==> config.mk <==
export PLATFORM = sky130hd
export DESIGN_NAME = rooth_timer_flat
export DESIGN_NICKNAME = d
export VERILOG_FILES = /design/src/rtl/rooth_timer_pkg.sv /design/src/rtl/rooth_timer_if.sv /design/src/rtl/rooth_timer_presc.sv /design/src/rtl/rooth_timer.sv /design/src/flat_wrapper.sv
export SDC_FILE = /design/constraint.sdc
export NUM_CORES = 1
export LEC_CHECK = 0
export ABC_AREA = 1
export CORE_ASPECT_RATIO = 0.5
export CORE_MARGIN = 2
export CORE_UTILIZATION = 61
export CTS_CLUSTER_DIAMETER = 120
export DETAILED_ROUTE_END_ITERATION = 10
export HOLD_SLACK_MARGIN = 0.1
export PLACE_DENSITY = 0.87
export SYNTH_ARGS = -nofsm -noshare
export SYNTH_HDL_FRONTEND = slang
export SYNTH_HIERARCHICAL = 1
export SYNTH_SLANG_ARGS = --single-unit
==> constraint.sdc <==
create_clock -name clk -period 6.8 [get_ports clk]
set_clock_uncertainty 0.15 [all_clocks]
set_input_delay 1.02 -clock clk [delete_from_list [all_inputs] [get_ports clk]]
set_output_delay 1.02 -clock clk [all_outputs]
set_load 0.01 [all_outputs]
==> src/rtl/rooth_timer_pkg.sv <==
// rooth_timer_pkg: shared constants for the machine timer and the interrupt bus.
// Holds the interrupt codes, the register byte offsets and the CTRL bit positions
// that sit alongside INT_BUS/INT_NONE in the core's shared definitions.
package rooth_timer_pkg;

    localparam int CPU_WIDTH = 32;
    localparam int INT_BUS   = 8;

    localparam logic [INT_BUS-1:0] INT_NONE   = 8'h00;
    localparam logic [INT_BUS-1:0] INT_TIMER0 = 8'h01;

    // Byte offsets of the timer registers inside its window
    localparam logic [3:0] TIMER_CTRL  = 4'h0;
    localparam logic [3:0] TIMER_COUNT = 4'h4;
    localparam logic [3:0] TIMER_VALUE = 4'h8;
    localparam logic [3:0] TIMER_PRESC = 4'hC;

    // CTRL bit positions
    localparam int TIMER_EN_BIT      = 0;
    localparam int TIMER_IE_BIT      = 1;
    localparam int TIMER_PEND_BIT    = 2;
    localparam int TIMER_ONESHOT_BIT = 3;

    // Word index decoded from addr[3:2]
    typedef enum logic [1:0] {
        REG_CTRL  = 2'd0,
        REG_COUNT = 2'd1,
        REG_VALUE = 2'd2,
        REG_PRESC = 2'd3
    } timer_reg_e;

endpackage

==> src/rtl/rooth_timer_if.sv <==
// rooth_timer_if: the core's simple peripheral bus as seen by the timer,
// plus the interrupt flag the timer drives towards the interrupt controller.
interface rooth_timer_if #(
    parameter int TIMER_AW = 4
);
    import rooth_timer_pkg::*;

    logic                 sel_i;
    logic                 we_i;
    logic [TIMER_AW-1:0]  addr_i;
    logic [CPU_WIDTH-1:0] wdata_i;
    logic [CPU_WIDTH-1:0] rdata_o;
    logic [INT_BUS-1:0]   int_flag_o;

    // Core / bus side
    modport master (
        output sel_i,
        output we_i,
        output addr_i,
        output wdata_i,
        input  rdata_o,
        input  int_flag_o
    );

    // Timer side
    modport slave (
        input  sel_i,
        input  we_i,
        input  addr_i,
        input  wdata_i,
        output rdata_o,
        output int_flag_o
    );

endinterface

==> src/rtl/rooth_timer_presc.sv <==
// rooth_timer_presc: prescaler tick generator. Emits one tick every i_presc+1
// clocks while i_en is high; the first tick comes a full interval after i_en
// rises. Dropping i_en or pulsing i_restart returns the divider to 0.
module rooth_timer_presc #(
    parameter int PRESC_W = 16
) (
    input  logic               clk,
    input  logic               rst_n,
    input  logic               i_en,
    input  logic [PRESC_W-1:0] i_presc,
    input  logic               i_restart,
    output logic               o_tick
);

    logic [PRESC_W-1:0] r_cnt;
    logic               w_wrap;

    assign w_wrap = (r_cnt == i_presc);
    assign o_tick = i_en & w_wrap;

    // Divider counter: held at 0 while disabled or restarted, wraps at i_presc
    always_ff @(posedge clk or negedge rst_n) begin
        if (!rst_n) begin
            r_cnt <= '0;
        end else if (!i_en || i_restart) begin
            r_cnt <= '0;
        end else if (w_wrap) begin
            r_cnt <= '0;
        end else begin
            r_cnt <= r_cnt + 1'b1;
        end
    end

endmodule

==> src/rtl/rooth_timer.sv <==
// rooth_timer: memory-mapped machine timer, interrupt source INT_TIMER0.
// Registers: CTRL (EN/IE/PEND/ONESHOT), COUNT, VALUE (period), PRESC.
// Optional feature macro: ROOTH_TIMER_PRESCALER_EN -- when defined, PRESC is a
// real PRESC_W-bit divider; otherwise PRESC reads 0 and the timer ticks every clk.
module rooth_timer
    import rooth_timer_pkg::*;
#(
    parameter int TIMER_AW = 4,
    parameter int PRESC_W  = 16
) (
    input  logic          clk,
    input  logic          rst_n,
    rooth_timer_if.slave  bus
);

    logic                 r_en;
    logic                 r_ie;
    logic                 r_pend;
    logic                 r_oneshot;
    logic [CPU_WIDTH-1:0] r_count;
    logic [CPU_WIDTH-1:0] r_value;
    logic [CPU_WIDTH-1:0] r_rdata;

    logic                 w_wr;
    logic                 w_rd;
    timer_reg_e           w_reg;
    logic                 w_wr_ctrl;
    logic                 w_wr_count;
    logic                 w_wr_value;
    logic                 w_tick;
    logic                 w_step;
    logic [CPU_WIDTH-1:0] w_count_inc;
    logic                 w_match;
    logic [PRESC_W-1:0]   w_presc_val;
    logic [CPU_WIDTH-1:0] w_presc_rd;
    logic [CPU_WIDTH-1:0] w_ctrl_rd;
    logic                 w_addr_unused;

    // Only addr[3:2] selects a register; the remaining offset bits are don't-care
    assign w_addr_unused = ^bus.addr_i;

    assign w_wr       = bus.sel_i &  bus.we_i;
    assign w_rd       = bus.sel_i & ~bus.we_i;
    assign w_reg      = timer_reg_e'(bus.addr_i[3:2]);
    assign w_wr_ctrl  = w_wr && (w_reg == REG_CTRL);
    assign w_wr_count = w_wr && (w_reg == REG_COUNT);
    assign w_wr_value = w_wr && (w_reg == REG_VALUE);

`ifdef ROOTH_TIMER_PRESCALER_EN
    logic               r_presc;
    logic [PRESC_W-1:0] r_presc_val;
    logic               w_wr_presc;

    assign w_wr_presc  = w_wr && (w_reg == REG_PRESC);
    assign w_presc_val = r_presc_val;

    // PRESC register; a write also restarts the divider inside the prescaler
    always_ff @(posedge clk or negedge rst_n) begin
        if (!rst_n) begin
            r_presc_val <= '0;
        end else if (w_wr_presc) begin
            r_presc_val <= bus.wdata_i[PRESC_W-1:0];
        end
    end

    rooth_timer_presc #(
        .PRESC_W (PRESC_W)
    ) u_presc (
        .clk       (clk),
        .rst_n     (rst_n),
        .i_en      (r_en),
        .i_presc   (r_presc_val),
        .i_restart (w_wr_presc),
        .o_tick    (r_presc)
    );

    assign w_tick = r_presc;
`else
    // Without the prescaler every enabled clock is a tick and PRESC reads 0
    assign w_presc_val = '0;
    assign w_tick      = r_en;
`endif

    assign w_presc_rd = {{(CPU_WIDTH-PRESC_W){1'b0}}, w_presc_val};

    // A software COUNT write suppresses both the increment and the compare
    assign w_step      = w_tick & r_en & ~w_wr_count;
    assign w_count_inc = r_count + 1'b1;
    assign w_match     = w_step && (r_value != '0) && (w_count_inc == r_value);

    // CTRL readback assembled from the individual flag registers
    always_comb begin
        w_ctrl_rd                    = '0;
        w_ctrl_rd[TIMER_EN_BIT]      = r_en;
        w_ctrl_rd[TIMER_IE_BIT]      = r_ie;
        w_ctrl_rd[TIMER_PEND_BIT]    = r_pend;
        w_ctrl_rd[TIMER_ONESHOT_BIT] = r_oneshot;
    end

    // CTRL flags: software write wins for EN; a match set wins over a PEND clear
    always_ff @(posedge clk or negedge rst_n) begin
        if (!rst_n) begin
            r_en      <= 1'b0;
            r_ie      <= 1'b0;
            r_pend    <= 1'b0;
            r_oneshot <= 1'b0;
        end else begin
            if (w_wr_ctrl) begin
                r_en      <= bus.wdata_i[TIMER_EN_BIT];
                r_ie      <= bus.wdata_i[TIMER_IE_BIT];
                r_oneshot <= bus.wdata_i[TIMER_ONESHOT_BIT];
            end else if (w_match && r_oneshot) begin
                r_en <= 1'b0;
            end
            if (w_match) begin
                r_pend <= 1'b1;
            end else if (w_wr_ctrl && bus.wdata_i[TIMER_PEND_BIT]) begin
                r_pend <= 1'b0;
            end
        end
    end

    // COUNT: software write, else increment on tick, reload to 0 on match
    always_ff @(posedge clk or negedge rst_n) begin
        if (!rst_n) begin
            r_count <= '0;
        end else if (w_wr_count) begin
            r_count <= bus.wdata_i;
        end else if (w_step) begin
            r_count <= w_match ? '0 : w_count_inc;
        end
    end

    // VALUE: plain software register holding the period
    always_ff @(posedge clk or negedge rst_n) begin
        if (!rst_n) begin
            r_value <= '0;
        end else if (w_wr_value) begin
            r_value <= bus.wdata_i;
        end
    end

    // Registered read port; holds its last value when not reading
    always_ff @(posedge clk or negedge rst_n) begin
        if (!rst_n) begin
            r_rdata <= '0;
        end else if (w_rd) begin
            unique case (w_reg)
                REG_CTRL:  r_rdata <= w_ctrl_rd;
                REG_COUNT: r_rdata <= r_count;
                REG_VALUE: r_rdata <= r_value;
                REG_PRESC: r_rdata <= w_presc_rd;
                default:   r_rdata <= '0;
            endcase
        end
    end

    assign bus.rdata_o    = r_rdata;
    assign bus.int_flag_o = (r_pend & r_ie) ? INT_TIMER0 : INT_NONE;

endmodule

==> src/flat_wrapper.sv <==
// flat-port wrapper written by rule: the top's interface ports become plain ports
module rooth_timer_flat import rooth_timer_pkg::*;
#(
    parameter int TIMER_AW = 4,
    parameter int PRESC_W  = 16
)
  (clk, rst_n, bus_sel_i, bus_we_i, bus_addr_i, bus_wdata_i, bus_rdata_o, bus_int_flag_o);
  rooth_timer_if #(.TIMER_AW(TIMER_AW)) bus_i ();
  input  logic clk;
  input  logic rst_n;
  input wire logic [$bits(bus_i.sel_i)-1:0] bus_sel_i;
  input wire logic [$bits(bus_i.we_i)-1:0] bus_we_i;
  input wire logic [$bits(bus_i.addr_i)-1:0] bus_addr_i;
  input wire logic [$bits(bus_i.wdata_i)-1:0] bus_wdata_i;
  output wire logic [$bits(bus_i.rdata_o)-1:0] bus_rdata_o;
  output wire logic [$bits(bus_i.int_flag_o)-1:0] bus_int_flag_o;
  assign bus_i.sel_i = bus_sel_i;
  assign bus_i.we_i = bus_we_i;
  assign bus_i.addr_i = bus_addr_i;
  assign bus_i.wdata_i = bus_wdata_i;
  assign bus_rdata_o = bus_i.rdata_o;
  assign bus_int_flag_o = bus_i.int_flag_o;
  rooth_timer #(.TIMER_AW(TIMER_AW), .PRESC_W(PRESC_W)) u_core (.clk(clk), .rst_n(rst_n), .bus(bus_i));
endmodule
== Yosys cells after proc, flatten, opt, wreduce, memory -nomap -nowiden ==
Cells that the tools add are included.

* Output and inout port bits: 40
* Register bits: 100
* Word-level logic and storage cells: 39

* Reductions and logical operators: 12
* Multiplexer cells: 9
* Add/sub/neg operators: 1
* Bitwise gates (word level): 6
* Equal/unequal tests: 4

{| class="wikitable"
|+ Operators with widths
! kind !! count
|-
| 32-bit one-hot mux with 4 select lines || 1
|-
| 32-bit two-way mux || 3
|-
| 32-bit by 1-bit adder with 32-bit output, second input constant || 1
|-
| 32-bit == test || 1
|-
| 32-bit nonzero test || 1
|-
| 1-bit logical AND || 7
|-
| 2-bit nonzero test || 3
|-
| 1-bit two-way mux || 5
|-
| 1-bit AND || 4
|-
| 2-bit == test, second input constant || 2
|-
| 2-bit by 1-bit == test with 1-bit output, second input constant || 1
|-
| 2-bit zero test || 1
|-
| 1-bit inverter || 2
|}

== Logic depth before layout (Yosys ltp) ==
* Word-level depth: 9
* Mapped depth: 18

== Least setup slack after synthesis ==
No wires, ideal clock.

* Path type: input -> register
* Start point: input port bus_addr_i[3]
* End point: register u_core.r_count[11]
* Arrival: 2.368 ns
* Cell stages on the path: 14
* Library setup time: 0.124 ns
* Setup slack: 4.158 ns
* Data required time: 6.526 ns
* Cell sequence: inv_1 -> nand2_1 -> nor2_1 -> nor2_1 -> nand3_1 -> nor2_1 -> nand4_1 -> nor2_1 -> nand2_1 -> nor2_4 -> nand3_4 -> buf_6 -> nand2_1 -> nand3_1

* Longest elaborated chain between the ends: 9

{| class="wikitable"
|+ RTL lines
! element !! RTL line !! text
|-
| start: declaration || flat_wrapper.sv:13 || <nowiki>input wire logic [$bits(bus_i.addr_i)-1:0] bus_addr_i;</nowiki>
|-
| 2-bit by 1-bit == test with 1-bit output (*) || rooth_timer.sv:46 || <nowiki>assign w_wr_count = w_wr && (w_reg == REG_COUNT);</nowiki>
|-
| 1-bit logical AND (*) || rooth_timer.sv:46 ||
|-
| 1-bit inverter || rooth_timer.sv:87 || <nowiki>assign w_step = w_tick & r_en & ~w_wr_count;</nowiki>
|-
| 1-bit AND || rooth_timer.sv:87 ||
|-
| 1-bit logical AND (2 in a row) || rooth_timer.sv:89 || <nowiki>assign w_match = w_step && (r_value != '0) && (w_count_inc == r_value);</nowiki>
|-
| 32-bit two-way mux || rooth_timer.sv:130 || <nowiki>r_count <= w_match ? '0 : w_count_inc;</nowiki>
|-
| 32-bit two-way mux || rooth_timer.sv:129 || <nowiki>end else if (w_step) begin</nowiki>
|-
| 32-bit two-way mux || rooth_timer.sv:127 || <nowiki>end else if (w_wr_count) begin</nowiki>
|-
| end signal: assignment || rooth_timer.sv:128 || <nowiki>r_count <= bus.wdata_i;</nowiki>
|-
| end signal: assignment || rooth_timer.sv:130 ||
|-
| end: declaration || rooth_timer.sv:20 || <nowiki>logic [CPU_WIDTH-1:0] r_count;</nowiki>
|}

Every way passes the cells marked *; elsewhere a longest branch is shown, timed or not. The select of a mux whose other input is x is not followed.
A chain may end at the register's enable or synchronous reset.

== Worst setup path after layout ==
* Start point: input port bus_addr_i[2]
* End point: register u_core.r_count[8]

Same word-level chain as after synthesis.

==> key figures <==
Final layout
  – Fin cells: 1,162
  – Area grow syn2layout: 17.0%
  – Post-route cell area: 7340 um^2
  – Inserted Diodes: 0
  – Share of cells above drive strength 1: 4.99%
  – Nets: 1,058

Setup path
  – Slowest-stage cell, CP: inv_1
  – R2R depth: 16
  – Most frequent CP cell: nand2_1
  – CP max FO: 33
  – Worst path arrival time: 4020 ps
  – CP Launch Type: primary input
  – R2r setup slk: 3480 ps
  – CP Capture Type: flip-flop
  – Crit Reg-Reg Endpoint: u_core/r_count[19]
  – Crit path cell chain: clkdlybuf4s50_1, nand2_1, nor2_4, nor2_1, inv_1, a21oi_1, nand2_1, nand3_1
  – Crit-path max cell delay: 900 ps
  – CP Class: primary input to flip-flop
  – CP Data Required Time: 6890 ps
  – Reg2reg start: u_core/r_count[1]

Yosys
  – Synth Area in Adders: 0.200%
  – Top cells by count, synth: 361 x nand2_1, 152 x nor2_1, 100 x dfrtp_1
  – Sequential element share of the synthesized area: 39.9%
  – Post-synthesis compound-gate area fraction: 7.90%
  – Synth warn: 6
  – Multiplexer area fraction after synthesis: 0.180%
  – Dominant cell type by area after synthesis: dfrtp_1
  – Largest cells by area after synthesis: dfrtp_1 40%, nand2_1 22%, nor2_1 9.1%, nand3_1 7.1%, inv_1 5.4%
  – Simple-Gate Fraction of Synth Area: 42.2%
  – Post-synth EDFFs: 0
  – Synth cell types: 33
  – Most common cell in the netlist: nand2_1
  – #FFs+latches synth: 100
  – Synth Area in XOR/XNOR: 0.798%
  – Mapped Cells: 964
  – Main combinational cell family by area after synthesis: simple AND/OR/NAND/NOR gates
  – Post-synth ARST share: 100%
  – Area share of the largest cell type after synthesis: 39.9%
  – Top FF cell, synth: dfrtp_1
  – Syn Area/Cell: 6.50 um^2
  – Syn Std Cell Area: 6270 um^2

Drt
  – DRT Pass-1 Iters: 5
  – DRC: 0
  – Via density: 5.63
  – Routed wire length: 18,700 um
  – Wire per inst: 16.1 um
  – DR vias: 6,538
  – Routed Antenna Nets: 0
  – Detailed Route Iter0 Violations: 690

Power
  – Leakage: 3.47 nW
  – Power density over cell area: 328 nW/um^2
  – Worst VDD drop: 0.156 mV

Floorplanning
  – Die Y: 75.7 um
  – Die area: 11,200 um^2
  – Core area: 10,100 um^2
  – Io pins: 80
  – Chip width: 147 um
  – Initial core utilization: 62.0%
  – Row cnt: 26

Status
  – Status: finished, final reports clean

Placed design
  – Placed Cells: 1,146
  – Gpl congestion: 0.955
  – Placed inst area: 7020 um^2
  – Detailed Place HPWL: 13,100 um
  – # port buffers: 70

Min path
  – Hold endpoint: u_core/bus.rdata_o[2]
  – Hold Crit Start: u_core/bus.rdata_o[2]
  – Hold Path Depth: 2
  – Min-Delay Path Class: flip-flop to flip-flop

Clock network
  – CTS Buf Count: 9
  – Root Buffer: clkbuf_16
  – Clk sinks: 100
  – Post-CTS sizing: 0
  – Clk pin slew, worst setup/hold paths: 70 ps
  – Clk_lat worst skew: 350 ps
  – CTS max path bufs: 2
  – CTS H-Tree Depth: 3
  – Post-CTS Hold Buffers: 0
  – CTS tree: built
  – Postcts setup bufs: 0

STA
  – Hold Fails Final Rpt: 0
  – Rel. slew slack: 22.9%
  – Crit share post-route: 57.8%
  – Hold slack: 345 ps
  – RSZ-0062 raised after global routing: false
  – Final setup vio count: 0
  – Setup TNS after final layout: 0 ps
  – Fmax: 254 MHz
  – Tmin final: 3930 ps
  – Slew Limit Fails: 0
  – Measured slew at the worst slew-check pin: 1160 ps

Flow run
  – Max_cap viols: 0

Global route
  – First-pass GRT wire length: 29,600 um
  – Largest net degree at the start of global routing: 73
  – Grt ovf: 0
  – Total GRT Usage: 34.8%
  – Initial antenna violation count: 0
  – Vias in the first global route: 5,852
-- cell usage in the layout (no fill, tap or decap) --
cell type	synthesis	routed
nand2_1	361	360
nand4_1	10	10
o21bai_1	1	1
nand3_1	89	89
and2_1	1	1
o22ai_1	6	6
o21ai_1	3	3
dfrtp_1	100	100
xnor2_1	2	2
clkinvlp_4	0	1
o21ai_0	12	12
clkbuf_8	0	2
clkbuf_16	0	9
mux2_2	1	1
nor2_4	7	9
nor2_8	1	1
nor2_2	7	9
inv_2	2	2
nand2_4	1	1
conb_1	1	7
ha_1	1	1
clkdlybuf4s50_1	0	69
bufinv_16	0	1
inv_1	91	91
nand3b_1	1	1
nor2_1	152	148
nand2_2	4	5
xor2_1	1	1
nand3_4	1	1
a21oi_1	40	40
clkinv_2	0	1
buf_4	8	6
xor3_1	1	1
a31oi_1	28	28
clkinv_4	0	2
-- worst max-delay path, delay by kind of cell --
| kind | cells | cell delay (ps) |
|---|---|---|
| buffers and inverters | 2 | 1410 |
| AND/OR/NAND/NOR | 5 | 1430 |
| AO/OA/AOI/OAI | 1 | 140 |
-- per-stage QoR --
stage	worst slack [ps]	power, mW	util (%)
6_report	2870	2.40	72.5
5_1_grt	2670	2.57	72.5
4_1_cts	2890	2.39	72.5
3_5_place_dp	2560	1.84	69.4
3_3_place_gp	2650	1.81	69.4
2_1_floorplan	4160	1.54	-
-- layer usage --
| layer | vias to the layer above | GRT usage [%] | wire length (um) |
|---|---|---|---|
| li1 | 3131 | - | - |
| met1 | 3030 | 48.4 | 8290 |
| met2 | 345 | 55.2 | 8150 |
| met3 | 32 | 7.78 | 1970 |
| met4 | 0 | 11.6 | 314 |
| met5 | - | 0 | 0 |
-- worst max-delay path by stage --
stage | end | depth (start not counted) | start | slack (ps)
finish | u_core/r_count[8] | 8 | bus_addr_i[2] | 2870
global route | u_core/r_count[31] | 9 | bus_addr_i[3] | 2670
CTS | u_core/r_count[8] | 8 | bus_addr_i[2] | 2890
detailed placement | u_core/r_count[19] | 8 | bus_addr_i[2] | 2560
global placement | u_core/r_count[29] | 8 | bus_addr_i[2] | 2650
floorplan | u_core/r_count[11] | 14 | bus_addr_i[3] | 4160
-- sequential cells by signal, summed over array words and instances, names as in the netlist --
signal and count:
u_core/r_oneshot 1, u_core/r_pend 1, u_core/r_count 32, u_core/r_value 32
u_core/r_ie 1, u_core/bus.rdata_o 32, u_core/r_en 1
-- power by group --
part | switching (mW) | internal (mW) | total [mW]
Sequential | 0.256 | 0.762 | 1.02
Clock | 0.232 | 0.306 | 0.538
Combinational | 0.511 | 0.338 | 0.848
-- final cells by class --
type | count | area (um^2)
multi-input cells | 738 | 3260
fillers | 872 | 2780
flip-flops and latches | 100 | 2500
repair buffers | 75 | 736
inverters | 93 | 349
clock buffers | 11 | 253
well taps | 140 | 175
clock inverters | 5 | 60.1
-- cells by family after synthesis --
kind of cell | count (synthesis)
AO/OA/AOI/OAI | 90
XOR/XNOR | 4
adder cells (fa/ha/maj) | 1
buffers and inverters | 132
flip-flops | 100
multiplexers | 1
other | 1
AND/OR/NAND/NOR | 635
Note: power is estimated with default switching activity, not from simulation.
